### src/rtl/perf_counter_unit.sv
`default_nettype none
`timescale 1ns/1ps
// ============================================================================
// Module      : perf_counter_unit
// Description : Retire-class, cycle and stall performance counters with a
//               halt/watchdog completion flag and a registered readback port.
// Revision    : 1.0 - initial release
// ============================================================================
module perf_counter_unit #(
    parameter int WIDTH      = 32,
    parameter int TIMEOUT    = 1024,
    parameter bit TIMEOUT_EN = 1'b1
) (
    input  logic             clk,
    input  logic             rst,
    input  logic             retire_valid,
    input  logic [1:0]       retire_class,
    input  logic             retire_halt,
    input  logic             stall,
    input  logic [2:0]       rd_sel,
    output logic [WIDTH-1:0] rd_data,
    output logic [WIDTH-1:0] total_instructions,
    output logic [WIDTH-1:0] total_loads,
    output logic [WIDTH-1:0] total_stores,
    output logic [WIDTH-1:0] total_alus,
    output logic [WIDTH-1:0] total_controls,
    output logic [WIDTH-1:0] total_cycles,
    output logic [WIDTH-1:0] total_stall_cycles,
    output logic             done,
    output logic             timeout
);

    typedef enum logic [0:0] {
        ST_RUN  = 1'b0,
        ST_DONE = 1'b1
    } state_t;

    localparam int               IDLE_W    = $clog2(TIMEOUT) + 1;
    localparam logic [IDLE_W-1:0] IDLE_LAST = IDLE_W'(TIMEOUT - 1);
    localparam logic [WIDTH-1:0]  CNT_MAX   = {WIDTH{1'b1}};

    state_t            state;
    state_t            state_next;
    logic              wd_fire;
    logic [IDLE_W-1:0] idle_cnt;
    logic [WIDTH-1:0]  rd_mux;
    logic              is_alu;
    logic              is_load;
    logic              is_store;
    logic              is_control;

    // Counters stick at all-ones rather than wrapping.
    function automatic logic [WIDTH-1:0] sat_inc(input logic [WIDTH-1:0] value,
                                                 input logic             en);
        if (en && (value != CNT_MAX)) begin
            return value + WIDTH'(1);
        end
        return value;
    endfunction

    assign is_alu     = retire_valid && (retire_class == 2'b00);
    assign is_load    = retire_valid && (retire_class == 2'b01);
    assign is_store   = retire_valid && (retire_class == 2'b10);
    assign is_control = retire_valid && (retire_class == 2'b11);

    // A retiring halt always beats the watchdog, and any retire resets it.
    always_comb begin
        state_next = state;
        wd_fire    = 1'b0;
        if (state == ST_RUN) begin
            if (retire_valid && retire_halt) begin
                state_next = ST_DONE;
            end else if (TIMEOUT_EN && !retire_valid && (idle_cnt == IDLE_LAST)) begin
                state_next = ST_DONE;
                wd_fire    = 1'b1;
            end
        end
    end

    always_comb begin
        rd_mux = '0;
        case (rd_sel)
            3'd0:    rd_mux = total_instructions;
            3'd1:    rd_mux = total_loads;
            3'd2:    rd_mux = total_stores;
            3'd3:    rd_mux = total_alus;
            3'd4:    rd_mux = total_controls;
            3'd5:    rd_mux = total_cycles;
            3'd6:    rd_mux = total_stall_cycles;
            default: rd_mux = {{(WIDTH-2){1'b0}}, timeout, done};
        endcase
    end

    always_ff @(posedge clk) begin
        if (!rst) begin
            state              <= ST_RUN;
            idle_cnt           <= '0;
            rd_data            <= '0;
            total_instructions <= '0;
            total_loads        <= '0;
            total_stores       <= '0;
            total_alus         <= '0;
            total_controls     <= '0;
            total_cycles       <= '0;
            total_stall_cycles <= '0;
            done               <= 1'b0;
            timeout            <= 1'b0;
        end else begin
            rd_data <= rd_mux;
            state   <= state_next;
            if (state == ST_RUN) begin
                total_cycles       <= sat_inc(total_cycles, 1'b1);
                total_stall_cycles <= sat_inc(total_stall_cycles, stall);
                total_instructions <= sat_inc(total_instructions, retire_valid);
                total_alus         <= sat_inc(total_alus, is_alu);
                total_loads        <= sat_inc(total_loads, is_load);
                total_stores       <= sat_inc(total_stores, is_store);
                total_controls     <= sat_inc(total_controls, is_control);
                if (retire_valid) begin
                    idle_cnt <= '0;
                end else if (TIMEOUT_EN) begin
                    idle_cnt <= idle_cnt + IDLE_W'(1);
                end
                done    <= (state_next == ST_DONE);
                timeout <= wd_fire;
            end
        end
    end

endmodule
`default_nettype wire

### config.mk
export PLATFORM = sky130hd
export DESIGN_NAME = perf_counter_unit
export DESIGN_NICKNAME = d
export VERILOG_FILES = /design/src/rtl/perf_counter_unit.sv
export SDC_FILE = /design/constraint.sdc
export NUM_CORES = 1
export LEC_CHECK = 0
export BUFFER_PORTS_ARGS = -buffer_cell sky130_fd_sc_hd__buf_2
export CAP_MARGIN = 25
export CORE_MARGIN = 5
export CORE_UTILIZATION = 61
export DETAILED_ROUTE_END_ITERATION = 10
export HOLD_SLACK_MARGIN = 0.15
export PLACE_DENSITY_LB_ADDON = 0.08
export SLEW_MARGIN = 20
export SYNTH_ARGS = -nofsm -noshare
export SYNTH_HDL_FRONTEND = slang
export SYNTH_SLANG_ARGS = --single-unit
### constraint.sdc
create_clock -name clk -period 5.7 [get_ports clk]
set_clock_uncertainty 0.15 [all_clocks]
set_input_delay 0 -clock clk [delete_from_list [all_inputs] [get_ports clk]]
set_output_delay 0 -clock clk [all_outputs]
set_load 0.05 [all_outputs]
After elaboration in Yosys (flattened, before gate mapping) --
Index checks and enable logic that the tools add are counted.
Word-level totals: register bits 270, bits in latches 0, bits in writable memories 0, ROM bits 0, input bits 10, output and inout bits 258, memories kept 0
Cells by class: add/sub/neg operators 8, multiply operators 0, div/mod/pow operators 0, magnitude comparators 0, equal/unequal tests 17, shifts and indexed selects 0, mux-type cells 34, bitwise gates (word level) 1, reduce and logical (&&, ||, !) cells 22
Operators with widths (count):
- 32-bit by 1-bit adder with 32-bit output (second input constant) | 7
- 32-bit two-way mux | 7
- 32-bit != test (second input constant) | 7
- 32-bit case mux with 7 select lines | 1
- 1-bit two-way mux | 25
- 2-bit AND reduction | 7
- 1-bit logical AND | 12
- 11-bit by 1-bit adder with 11-bit output (second input constant) | 1
- 11-bit by 10-bit == test with 1-bit output (second input constant) | 1
- 11-bit two-way mux | 1
- 3-bit == test (second input constant) | 3
- 3-bit by 2-bit == test with 1-bit output (second input constant) | 2
- 2-bit == test (second input constant) | 2
- 3-bit by 1-bit == test with 1-bit output (second input constant) | 1
- 3-bit logical NOT | 1
- 2-bit by 1-bit == test with 1-bit output (second input constant) | 1
- 2-bit logical NOT | 1
- 1-bit logical NOT | 1
- 1-bit inverter | 1

Logic depth before layout (Yosys ltp) --
depth in word-level cells 7, depth in mapped cells 9

Worst setup path before layout --
No wires, ideal clock.
kind register -> register, from reg total_stores[0], to reg total_stores[0], setup time 0.128 ns, arrival time 2.409 ns, data required time 5.422 ns, setup slack 3.014 ns, stages on the path, launching flop included 8, clock period less this slack 2.686 ns, cells stage by stage dfxtp_1 ha_1 nand3_1 or3_1 o31ai_1 buf_2 xor2_1 nor2_1
Between the ends: longest elaborated chain between the ends 6, elaborated cells on any way between the ends 8, those cells by class add/sub (1); eq/ne (1); mux (4); reduce/logical (2)
RTL lines:
- from (decl) | line 24 | output logic [WIDTH-1:0] total_stores,
- from (signal assigned) | line 117 | total_stores <= sat_inc(total_stores, is_store);
- parallel branches: the longest is 6 deep, another holds 32-bit by 1-bit adder with 32-bit output
Several ways; the timed one is not identified. The select of a mux whose other input is x is not followed. A chain may end at the register's enable or synchronous reset.

Worst setup path after layout --
from in rd_sel[2], to reg rd_data[7]
Between the ends: longest elaborated chain between the ends 2, elaborated cells on any way between the ends 8, those cells by class eq/ne (6); mux (1); reduce/logical (1)
RTL lines:
- from (decl) | line 20 | input logic [2:0] rd_sel,
- 3-bit == test (tied with other cells) | line 82 | case (rd_sel)
- 32-bit case mux with 7 select lines * | line 82
- to (signal assigned) | line 109 | rd_data <= rd_mux;
- to (decl) | line 21 | output logic [WIDTH-1:0] rd_data,
Mark *: on every way between the ends. The rest lies on a longest branch, timed or not.

==> summary.json <==
{
  "filler_cell_count": {"value": 1946},
  "worst_slew_pin_slew": {"value": 0.886, "unit": "ns"},
  "cts.reportedPaths.clkPinSlew": {"value": 0.06, "unit": "ns"},
  "routed.top_layer": {"value": "met4"},
  "async_flop_share": {"value": 0},
  "cpPeakStageDelay": {"value": 0.70, "unit": "ns"},
  "setup_tns": {"value": 0, "unit": "ns"},
  "port-buffer-count": {"value": 267},
  "area_of_the_die": {"value": 26900, "unit": "sq um"},
  "main_area_contributors_after_synthesis": {"value": "sky130_fd_sc_hd__dfxtp_1 37%, sky130_fd_sc_hd__mux2i_1 5.4%, sky130_fd_sc_hd__a21oi_1 4.5%, sky130_fd_sc_hd__or3_1 4.1%, sky130_fd_sc_hd__o21ai_0 3.8%"},
  "fmaxAchievable": {"value": 320, "unit": "MHz"},
  "ys_seq_area_frac": {"value": 0.373},
  "cts_buffer_depth": {"value": 3},
  "rows": {"value": 56},
  "wire_length_of_the_first_global_routing_pass": {"value": 82300, "unit": "microns"},
  "place.detailed.hpwl": {"value": 39800, "unit": "microns"},
  "cts_tree": {"value": "built"},
  "drt_wl_total": {"value": 54800, "unit": "microns"},
  "p_sw": {"value": 0.994, "unit": "mW"},
  "grt.total_usage": {"value": 0.391},
  "io_pins": {"value": 268},
  "hold_violation_count_in_the_final_report": {"value": 0},
  "dr.pass1.iters": {"value": 6},
  "avgSynthCellArea": {"value": 8.43, "unit": "sq um"},
  "power.leakage": {"value": 6.31, "unit": "nW"},
  "holdBufCountCts": {"value": 12},
  "synthFlopType": {"value": "sky130_fd_sc_hd__dfxtp_1"},
  "endpoint_kind": {"value": "flop"},
  "drv_cap": {"value": 0},
  "worst_path_dominant_cell_family": {"value": "buffers and inverters"},
  "die_width": {"value": 164, "unit": "microns"},
  "report.final.setup_viol": {"value": 0},
  "layout-drive-gt1-share": {"value": 0.202},
  "post_synthesis_instance_area": {"value": 14500, "unit": "sq um"},
  "critical_path_arrival": {"value": 3.44, "unit": "ns"},
  "syn_to_final_growth": {"value": 18.2, "unit": "%"},
  "route.antenna.remaining_nets": {"value": 0},
  "diodes_inserted": {"value": 0},
  "setup_repair_after_global_routing_missed_its_margin": {"value": "false"},
  "ys_warn_count": {"value": 0},
  "mapped_nets": {"value": 1735},
  "postCtsSetupRepairBufs": {"value": 0},
  "clock_sinks": {"value": 270},
  "slowest_stage": {"value": "sky130_fd_sc_hd__nor2b_1"},
  "placedInstanceArea": {"value": 15900, "unit": "sq um"},
  "wl_met3": {"value": 5650, "unit": "microns"},
  "critical_path_cell_list": {"value": "dlygate4sd3_1 -> buf_2 -> buf_4 -> nor2b_1 -> nand2_1 -> o21ai_0 -> mux2i_1 -> dlygate4sd3_1 -> nor2_1"},
  "critical_path.startpoint_type": {"value": "input port"},
  "met1_length": {"value": 21200, "unit": "microns"},
  "period_share": {"value": 0.548},
  "vias_in_the_first_global_route": {"value": 13946},
  "detailedRoute.firstIterationViolations": {"value": 2232},
  "run_status": {"value": "finished clean"},
  "nNetsFinal": {"value": 1961},
  "routed_via_density": {"value": 6.75},
  "share_clk_of_total_power": {"value": 0.492},
  "grt-ovfl-total": {"value": 0},
  "maxSlewHeadroom": {"value": 0.409},
  "timing_max_transition_violations_final": {"value": 0},
  "cts.root.buffer_cell": {"value": "sky130_fd_sc_hd__clkbuf_16"},
  "sequentialPowerShare": {"value": 0.455},
  "clock_latency_on_the_worst_skew_pair": {"value": 0.56, "unit": "ns"},
  "critical_path_required": {"value": 6.02, "unit": "ns"},
  "sw_ratio": {"value": 0.235},
  "internal_power": {"value": 3.23, "unit": "mW"},
  "yosys_register_bits": {"value": 270},
  "postSynthCellCount": {"value": 1717},
  "critical_path_peak_fanout": {"value": 36},
  "post_synth_num_cell_types": {"value": 75},
  "post-route-min-period": {"value": 3.13, "unit": "ns"},
  "path_class": {"value": "in2reg"},
  "yosysMostFrequentCell": {"value": "sky130_fd_sc_hd__dfxtp_1"},
  "cts.repair.resized": {"value": 0},
  "vdd.ir_drop.worst": {"value": 0.228, "unit": "mV"},
  "worst_reg_to_reg_setup_slack": {"value": 2.69, "unit": "ns"},
  "ys_top_cells_by_count": {"value": "270 x sky130_fd_sc_hd__dfxtp_1, 145 x sky130_fd_sc_hd__nand2_1, 130 x sky130_fd_sc_hd__a21oi_1"},
  "wl_per_cell": {"value": 24.0, "unit": "microns"},
  "dr_total_vias": {"value": 15423},
  "synth_largest_type_area_fraction": {"value": 0.373},
  "initial_cell_density_of_the_core": {"value": 0.619},
  "remaining_drc_errors": {"value": 0},
  "clock_tree.htree_level_count": {"value": 1},
  "met2WireLength": {"value": 24600, "unit": "microns"},
  "final-instance-count-excl-fill": {"value": 2285},
  "crit_path_frequent_cell": {"value": "sky130_fd_sc_hd__dlygate4sd3_1"},
  "die_h": {"value": 164, "unit": "microns"},
  "placeableCoreArea": {"value": 23400, "unit": "sq um"},
  "post-synth-top-area-cell": {"value": "sky130_fd_sc_hd__dfxtp_1"},
  "finalInstanceArea": {"value": 17100, "unit": "sq um"},
  "cp.buffers_inverters": {"value": 4},
  "place_inst": {"value": 2217},
  "maximum_number_of_pins_on_one_net_before_global_route_repair": {"value": 80},
  "min-delay-path-class": {"value": "reg2reg"},
  "power.density_cell_area": {"value": 247, "unit": "nW/um^2"},
  "comb_power_share": {"value": 0.053},
  "routabilityCongestion": {"value": 0.991},
  "antenna_found_initial": {"value": 0},
  "synth_enable_flop_cells": {"value": 0},
  "numCtsBuffers": {"value": 30}
}
## worst register-to-register path: cells and delay by family, from the launching register on
| family | cells | cell delay [ns] |
|---|---|---|
| AND/OR/NAND/NOR | 3 | 1.69 |
| buffers and inverters | 2 | 0.45 |
| AO/OA/AOI/OAI | 2 | 0.28 |
| flip-flops | 1 | 0.38 |
## layout by cell type, fill, tap and decap left out, drive strengths merged, types with 32 or more instances in the layout
cell,synthesis,final
nand2,145,145
clkbuf,73,42
nand3,89,89
mux2i,78,78
inv,32,32
nor2,129,129
or4,42,42
o31ai,40,40
a21oi,130,130
dfxtp,270,270
buf,29,283
o21ai,125,125
or3,96,96
nand4,65,65
## sequential cells by signal (all words and copies together) (netlist names)
signal,cells
total_alus,32
done,1
total_cycles,32
timeout,1
total_loads,32
total_controls,32
state,1
total_instructions,32
idle_cnt,11
total_stall_cycles,32
rd_data,32
total_stores,32
## routing by layer
layer,vias up,global-route usage
met3,193,0.0650
met5,-,0
met2,949,0.618
met1,7369,0.520
met4,0,0.197
li1,6912,-
## final cells by class
cell class,count,area (sq um),share of cell area
inverter,32,123,0.00716
multi-input combinational,1313,8540,0.499
tap,319,399,0.0233
sequential,270,5410,0.316
timing repair buffer,296,1590,0.0931
clock buffer,41,853,0.0499
clock inverter,14,203,0.0118
## per-stage QoR
| stage | utilization | hold slack [ns] | worst slack [ns] | power [mW] |
|---|---|---|---|---|
| after global placement | 0.680 | 0.202 | 2.66 | 2.17 |
| after detailed placement | 0.681 | 0.188 | 2.80 | 2.17 |
| after floorplan | - | 0.0213 | 3.01 | 2.11 |
| after global routing | 0.731 | 0.371 | 2.49 | 4.32 |
| final | 0.731 | 0.327 | 2.57 | 4.22 |
| after CTS | 0.731 | 0.327 | 2.76 | 4.22 |
## worst paths after layout
path,startpoint,endpoint,cells past startpoint
worst min-delay path,idle_cnt[10],idle_cnt[10],2
worst max-delay path,rd_sel[2],rd_data[7],9
worst min register to register,idle_cnt[10],idle_cnt[10],2
worst max register to register,state,total_controls[19],7
## power groups by stage
stage	clock, mW	combinational [mW]	sequential (mW)
floorplan	0	0.124	1.99
global placement	0	0.205	1.96
detailed placement	0	0.211	1.96
CTS	2.08	0.219	1.92
global route	2.17	0.234	1.92
finish	2.08	0.223	1.92
## logic make-up (layout without fill, tap and decap cells)
group,Yosys count,in the layout,synth area share
flops,270,270,0.373
simple gates,736,736,0.278
compound gates,401,401,0.171
buf+inv,134,383,0.0379
xor+xnor,57,57,0.0345
mux,111,111,0.0982
fa+ha+maj,8,8,0.00691
No activity file was read; power rests on OpenSTA's default activity.
